--- src/rtl/mem_pkg.sv ---
// rtl/mem_pkg.sv - shared types, widths and index helper for mem_responder
package mem_pkg;

  typedef enum logic [1:0] {
    IDLE = 2'd0,
    WAIT = 2'd1,
    RESP = 2'd2
  } memresp_state_t;

  localparam int WORD_W = 32;

  // Number of word-index bits needed to address a memory of 'depth' words
  function automatic int idx_width(input int depth);
    return $clog2(depth);
  endfunction

endpackage

--- src/rtl/wait_counter.sv ---
// rtl/wait_counter.sv - 4-bit loadable down-counter timing the wait states
module wait_counter (
  input  logic       clk,
  input  logic       reset,
  input  logic       load,
  input  logic [3:0] load_val,
  input  logic       en,
  output logic       zero
);

  logic [3:0] cnt;

  assign zero = (cnt == 4'd0);

  // Load takes precedence; decrement saturates at zero
  always_ff @(posedge clk) begin
    if (!reset) begin
      cnt <= 4'd0;
    end else if (load) begin
      cnt <= load_val;
    end else if (en && (cnt != 4'd0)) begin
      cnt <= cnt - 4'd1;
    end
  end

endmodule

--- src/rtl/mem_responder.sv ---
// rtl/mem_responder.sv - word memory with req/ready handshake and WAITS wait states; optional MEMRESP_ALIGN_CHECK_EN
module mem_responder
  import mem_pkg::*;
#(
  parameter int DEPTH = 64,
  parameter int WAITS = 2
) (
  input  logic              clk,
  input  logic              reset,
  input  logic              req_valid,
  input  logic              we,
  input  logic [31:0]       adr,
  input  logic [WORD_W-1:0] wd,
  output logic [WORD_W-1:0] rd,
  output logic              ready,
  output logic              busy,
  output logic              err
);

  localparam int IW     = idx_width(DEPTH);
  localparam int LOAD_I = (WAITS > 0) ? WAITS - 1 : 0;

  memresp_state_t state, next_state;

  logic [31:0]       adr_q;
  logic              we_q;
  logic [WORD_W-1:0] wd_q;
  logic [WORD_W-1:0] mem [DEPTH];

  logic              accept;
  logic              cnt_zero;
  logic              enter_resp;
  logic              mis;
  logic              do_write;
  logic              do_read;
  logic [31:0]       cur_adr;
  logic              cur_we;
  logic [WORD_W-1:0] cur_wd;
  logic [IW-1:0]     cur_idx;
  logic              unused_adr;

  // With zero wait states the access completes on the acceptance edge,
  // so the live inputs are used while still in IDLE
  assign cur_adr    = (state == IDLE) ? adr : adr_q;
  assign cur_we     = (state == IDLE) ? we  : we_q;
  assign cur_wd     = (state == IDLE) ? wd  : wd_q;
  assign cur_idx    = cur_adr[IW+1:2];
  assign unused_adr = ^{cur_adr[31:IW+2], cur_adr[1:0]};

  assign enter_resp = (next_state == RESP) && (state != RESP);
  assign do_write   = enter_resp && cur_we && !mis;
  assign do_read    = enter_resp && !cur_we && !mis;

  assign ready = (state == RESP);
  assign busy  = (state != IDLE);

`ifdef MEMRESP_ALIGN_CHECK_EN
  assign mis = (cur_adr[1:0] != 2'b00);
  assign err = (state == RESP) && (adr_q[1:0] != 2'b00);
`else
  assign mis = 1'b0;
  assign err = 1'b0;
`endif

  wait_counter u_wait_counter (
    .clk      (clk),
    .reset    (reset),
    .load     (accept),
    .load_val (4'(LOAD_I)),
    .en       (state == WAIT),
    .zero     (cnt_zero)
  );

  // State register
  always_ff @(posedge clk) begin
    if (!reset) begin
      state <= IDLE;
    end else begin
      state <= next_state;
    end
  end

  // Next-state logic; requests are only sampled in IDLE
  always_comb begin
    next_state = state;
    accept     = 1'b0;
    case (state)
      IDLE: begin
        if (req_valid) begin
          accept     = 1'b1;
          next_state = (WAITS > 0) ? WAIT : RESP;
        end
      end
      WAIT: begin
        if (cnt_zero) begin
          next_state = RESP;
        end
      end
      RESP: begin
        next_state = IDLE;
      end
      default: begin
        next_state = IDLE;
      end
    endcase
  end

  // Capture the request on acceptance
  always_ff @(posedge clk) begin
    if (!reset) begin
      adr_q <= 32'd0;
      we_q  <= 1'b0;
      wd_q  <= '0;
    end else if (accept) begin
      adr_q <= adr;
      we_q  <= we;
      wd_q  <= wd;
    end
  end

  // Array write on the edge entering RESP; reset aborts a pending write
  always_ff @(posedge clk) begin
    if (reset && do_write) begin
      mem[cur_idx] <= cur_wd;
    end
  end

  // Read data register, only updated by a completing read
  always_ff @(posedge clk) begin
    if (!reset) begin
      rd <= '0;
    end else if (do_read) begin
      rd <= mem[cur_idx];
    end
  end

endmodule

--- config.mk ---
export PLATFORM = sky130hd
export DESIGN_NAME = mem_responder
export DESIGN_NICKNAME = d
export VERILOG_FILES = /design/src/rtl/mem_pkg.sv /design/src/rtl/wait_counter.sv /design/src/rtl/mem_responder.sv
export SDC_FILE = /design/constraint.sdc
export NUM_CORES = 2
export LEC_CHECK = 0
export CORE_MARGIN = 1.5
export CORE_UTILIZATION = 50
export CTS_BUF_LIST = sky130_fd_sc_hd__clkbuf_8
export DETAILED_ROUTE_END_ITERATION = 6
export HOLD_SLACK_MARGIN = 0.08
export PLACE_DENSITY = 0.7
export SYNTH_ARGS = -nofsm -noshare
export SYNTH_HDL_FRONTEND = slang
export SYNTH_SLANG_ARGS = --single-unit
--- constraint.sdc ---
create_clock -name clk -period 9.8 [get_ports clk]
set_input_delay 1.96 -clock clk [delete_from_list [all_inputs] [get_ports clk]]
set_output_delay 1.96 -clock clk [all_outputs]
set_load 0.01 [all_outputs]
**Word-level counts from Yosys, hierarchy flattened**

Memory sizes are Yosys's and may differ from the RTL's. A register that Yosys moved wholly into a read port is not among the register bits.
Index checks and enable logic that the tools add are counted.

- $add $sub $neg: 1
- Multiply operators: 0
- Divide/modulo/power cells: 0
- $lt $le $gt $ge: 0
- Equality and inequality tests: 4
- Shift-type cells: 0
- Mux-type cells: 12
- Bitwise gates (word level): 1
- Reduce and logical (&&, ||, !) cells: 13

Operator list:

| kind | count |
|---|---|
| 32-bit two-way mux | 1 |
| 8-bit two-way mux | 1 |
| 1-bit two-way mux | 7 |
| 1-bit logical AND | 5 |
| 2-bit == test (second input constant) | 2 |
| 4-bit logical NOT | 1 |
| 2-bit two-way mux | 2 |
| 2-bit case mux with 2 select lines | 1 |
| 2-bit nonzero test | 2 |
| 4-bit nonzero test | 1 |
| 4-bit by 1-bit subtractor with 4-bit output (second input constant) | 1 |
| 2-bit by 1-bit == test with 1-bit output (second input constant) | 1 |
| 1-bit logical NOT | 2 |
| 2-bit logical NOT | 1 |
| 2-bit != test (second input constant) | 1 |
| 2-bit OR reduction | 1 |
| 1-bit NOT | 1 |

- Bits in registers: 47
- Latch bits: 0
- Bits in writable memories: 2048
- Bits in read-only memories: 0
- Input port bits: 68
- Output and inout port bits: 35
- Logic and storage cells: 38
- Memories: 1

Memory list:

| name | depth | width | rd ports | clocked after memory_dff | wr ports | line | text |
|---|---|---|---|---|---|---|---|
| mem | 64 | 32 | 1 | 1 | 1 | mem_responder.sv:28 | `logic [WORD_W-1:0] mem [DEPTH];` |

**Logic depth before layout (Yosys ltp)**

- Depth in word-level cells: 9
- Mapped depth: 12
- Depth with buffers taken out: 9

**Cells and area by module**

Synthesis repeated with hierarchy kept, for this count alone.

- Cell total of the unflattened synthesis: 4890
- Area, all modules: 80439.6 µm²

By module, submodules not included:

| module | instances | cells each | area each (µm²) | seq. area each (µm²) |
|---|---|---|---|---|
| mem_responder | 1 | 4859 | 80183.2 | 62960.4 |
| wait_counter | 1 | 31 | 256.5 | 80.1 |

**Worst setup path before layout**

No wires, ideal clock.

- Kind: input to register
- From: input port adr[4]
- To: memory mem[17][0], enable pin
- Setup time: 0.421 ns
- Arrival: 4.849 ns
- Data required time: 9.379 ns
- Slack: 4.530 ns
- Stages on the path: 7
- Path buffers: 3
- Cell sequence: or3_1 > buf_2 > o22ai_1 > clkbuf_1 > clkbuf_1 > nand2_1 > nor2_1

- Cells in the longest elaborated chain, start to end: 1

Ends and longest elaborated chain:

| element | line | text |
|---|---|---|
| start, declared | mem_responder.sv:12 | `input logic [31:0] adr,` |
| 8-bit two-way mux | mem_responder.sv:44 | `assign cur_adr = (state == IDLE) ? adr : adr_q;` |
| end, declared | mem_responder.sv:28 |  |

Every way passes these cells.

**Worst setup path after layout**

- From: input port adr[2]
- To: register rd[19], read port of mem

- Cells in the longest elaborated chain, start to end: 1

Ends and longest elaborated chain:

| element | line | text |
|---|---|---|
| 8-bit two-way mux | mem_responder.sv:44 |  |
| end, declared | mem_responder.sv:14 | `output logic [WORD_W-1:0] rd,` |

Every way passes these cells.
A chain may end at the register's enable or synchronous reset.

==> impl_metrics.env <==
export IMPL_outcome="finished with violations"
export IMPL_violations="DRC"
export IMPL_fin_ws_ns=4.18
export IMPL_slew_violations=0
export IMPL_rr_worst_depth=6
export IMPL_cts_root_buf="clkbuf_8"
export IMPL_maxCapViolCount=0
export IMPL_grtUsageMet1=0.420
export IMPL_yosys_warnings=0
export IMPL_synth_common_cells="2048 x edfxtp_1, 516 x mux2i_1, 397 x nand2_1"
export IMPL_grtUsageMet3=0.0787
export IMPL_cp_data_arrival_time_ns=6.52
export IMPL_min_period_ns=5.62
export IMPL_cp_slowest_cell="buf_4"
export IMPL_critical_path_max_fanout=48
export IMPL_syn_area_per_cell_um2=16.9
export IMPL_min_to="wd_q[26]"
export IMPL_syn_inst=4801
export IMPL_cp_common_cell="buf_4"
export IMPL_seq_power_share=0.541
export IMPL_yosys_area_top_type="edfxtp_1"
export IMPL_r2r_start="state[1]"
export IMPL_use_met2=0.444
export IMPL_min_from="wd_q[26]"
export IMPL_internal_power_uw=14200
export IMPL_critical_path_buf_inv_count=3
export IMPL_cts_tree="done"
export IMPL_r2r_end="mem[5][11]"
export IMPL_yosysMostFrequentCell="edfxtp_1"
export IMPL_layout_drive_gt1_share=0.140
export IMPL_hold_path_depth=2
export IMPL_dr_pass1_iters=7
export IMPL_tightestPinTransition_ns=1.36
export IMPL_track_usage=0.301
export IMPL_post_cts_buffers=0
export IMPL_synth_flop_cell="edfxtp_1"
export IMPL_routabilityCongestion=0.867
export IMPL_portBuffers=75
export IMPL_rsz0062_at_grt="false"
export IMPL_hold_violations=0
export IMPL_p_clk_frac=0.362
export IMPL_crit_start="adr[2]"
export IMPL_htreeDepth=5
export IMPL_top_usage_layer="met2"
export IMPL_clockBufferDepth=4
export IMPL_viasPerCell=6.65
export IMPL_p_leak_uw=0.0306
export IMPL_synth_seq_cells=2125
export IMPL_wl_per_cell_um=33.5
export IMPL_synth_edf_count=2048
export IMPL_setup_viol=0
export IMPL_crit_type="input port to register"
export IMPL_crit_chain="clkdlybuf4s50_1 > nor3b_2 > nor2_4 > buf_4 > buf_4 > mux2i_1 > o22ai_1 > o21ai_0 > nand4_1 > o221a_2"
export IMPL_start_kind="input port"
export IMPL_die_y_um=405
export IMPL_vias=49608
export IMPL_cts_resized=0
export IMPL_routed_wl_um=250000
export IMPL_switching_share=0.249
export IMPL_yosys_area_top_type_share=0.759
export IMPL_grt_pass1_wl_um=347000
export IMPL_start_util=0.504
export IMPL_place_ws_ns=3.26
export IMPL_drcViolationCount=1
export IMPL_ios=103
export IMPL_nFillCells=12198
export IMPL_rrSetupSlack_ns=4.48
export IMPL_die_area_um2=164000
export IMPL_nNetsFinal=5130
export IMPL_hold_buffers=0
export IMPL_ys_top_cells_by_area="edfxtp_1 76%, mux2i_1 6.4%, dfxtp_1 1.9%"
export IMPL_synth_net_count=4870
export IMPL_dp_hpwl_um=133000
export IMPL_final_antenna_net_count=0
export IMPL_cts_buffers=333
export IMPL_clkSinkCount=2125
export IMPL_ir_drop_uv=152
export IMPL_p_comb_frac=0.097
export IMPL_multi_input_area_um2=17300
export IMPL_fmax_mhz=178
export IMPL_endpoint_kind="register"
export IMPL_grt_start_max_net_pins=122
export IMPL_fin_skew_ns=0.0603
export IMPL_antenna_found_initial=15
export IMPL_cp_required_ns=10.70
export IMPL_slew_headroom=0.0883
export IMPL_die_w_um=405
export IMPL_worstSkewPairLatency_ns=1.03
export IMPL_min_period_over_period=0.573
export IMPL_path_clk_slew_ns=0.06
export IMPL_cpLargestDelayFamily="buffers and inverters"
export IMPL_netSwitchingPower_uw=4700
export IMPL_max_stage_delay_ns=0.78
export IMPL_holdCritPathClass="register to register"
export IMPL_num_rows=147
export IMPL_finalSetupTns_ns=0
export IMPL_synthDistinctLibCells=79
export IMPL_syn_to_final_growth_pct=12.4
export IMPL_synth_area_um2=81000
export IMPL_regArea_um2=63000
export IMPL_seq_area_frac_synth=0.778
export IMPL_drt_iter0_drc=8338
export IMPL_gr_total_overflow=0
export IMPL_first_global_vias=46608
export IMPL_core_area_um2=161000
export IMPL_async_reset_ff_frac=0
export IMPL_powerDensity_nw_per_um2=207
[power groups by stage]
stage / clock, uW / sequential [uW] / combinational [uW]
after global placement: 0 / 10400 / 1740
final: 6830 / 10200 / 1840
after CTS: 6870 / 10200 / 1780
after floorplan: 0 / 10400 / 1040
after detailed placement: 0 / 10400 / 1770
after global routing: 7250 / 10200 / 1890
[logic make-up (layout without fill, tap and decap cells)]
kind of cell    count (synthesis)  after routing  synth area share
other cells                     1              3         0.0000463
simple gates                  651            651            0.0348
xor+xnor                        3              3          0.000324
compound gates               1138           1138            0.0975
mux                           571            571            0.0714
flops                        2125           2125             0.778
fa+ha+maj                       1              1          0.000154
buf+inv                       311            810            0.0174
[state kept, by name, summed over array words and instances (netlist names)]
register	count
wd_q	32
u_wait_counter.cnt	4
mem	2048
we_q	1
adr_q	6
state	2
rd	32
[area by class of cell]
| type | count | area share |
|---|---|---|
| Inverter | 4 | 0.000165 |
| Clock buffer | 357 | 0.0540 |
| Sequential cell | 2125 | 0.692 |
| Multi-Input combinational cell | 2365 | 0.190 |
| Tap cell | 2160 | 0.0297 |
| Clock inverter | 217 | 0.0112 |
| Antenna cell | 2 | 0.0000550 |
| Timing Repair Buffer | 232 | 0.0222 |
[worst min-delay path: stages, from the launching register on]
cell	delay, ns
dfxtp_1	0.31
nand2_1	0.05
a21boi_0	0.06
[how the worst max path moves through the flow]
stage,endpoint,cells past startpoint
2_1_floorplan,mem[17][0],7
3_3_place_gp,rd[7],10
3_5_place_dp,rd[7],10
4_1_cts,rd[7],10
5_1_grt,rd[26],10
6_report,rd[19],10
[per-stage QoR]
step / hold slack, ns / power (uW) / cells / util / cell area, um^2
after global routing: 0.486 / 19400 / 7461 / 0.566 / 91000
final: 0.468 / 18900 / 7462 / 0.566 / 91000
after global placement: 0.453 / 12100 / 6886 / 0.529 / 85100
after floorplan: 0.444 / 11400 / 4801 / - / 81000
after detailed placement: 0.462 / 12200 / 6886 / 0.529 / 85100
after CTS: 0.470 / 18900 / 7460 / 0.566 / 91000
[layer usage]
layer | vias to the layer above | part of all wire
met1 | 24891 | 0.37
li1 | 19887 | -
met2 | 4112 | 0.44
met4 | 4 | 0.052
met3 | 714 | 0.15
met5 | - | 0.000076
[placed cells by master, fill, tap and decap left out, types with 7 or more instances in the layout]
| cell type | n |
|---|---|
| a2111oi_0 | 12 |
| o22ai_1 | 232 |
| a221o_1 | 10 |
| a222oi_1 | 74 |
| a21boi_0 | 40 |
| inv_1 | 137 |
| nand3_1 | 29 |
| o221ai_1 | 16 |
| a221oi_1 | 63 |
| and4_1 | 7 |
| nand2b_1 | 8 |
| edfxtp_1 | 2048 |
| nor2_1 | 43 |
| and3_1 | 13 |
| clkbuf_8 | 357 |
| o31a_1 | 23 |
| o21a_1 | 39 |
| a21oi_1 | 137 |
| nor2_4 | 69 |
| dfxtp_1 | 77 |
| mux2_2 | 53 |
| a22oi_1 | 127 |
| o21ai_0 | 187 |
| clkdlybuf4s50_1 | 74 |
| o22a_1 | 14 |
| nand4_1 | 15 |
| nor4_1 | 17 |
| buf_4 | 149 |
| clkinv_1 | 51 |
| a22o_1 | 47 |
| buf_12 | 8 |
| o22ai_4 | 8 |
| clkinv_2 | 21 |
| o211ai_1 | 10 |
| a31oi_1 | 52 |
| nand2_1 | 360 |
| mux2i_1 | 514 |
| nand2_2 | 36 |
| nor3_1 | 19 |
Note: power is estimated with default switching activity, not from simulation.
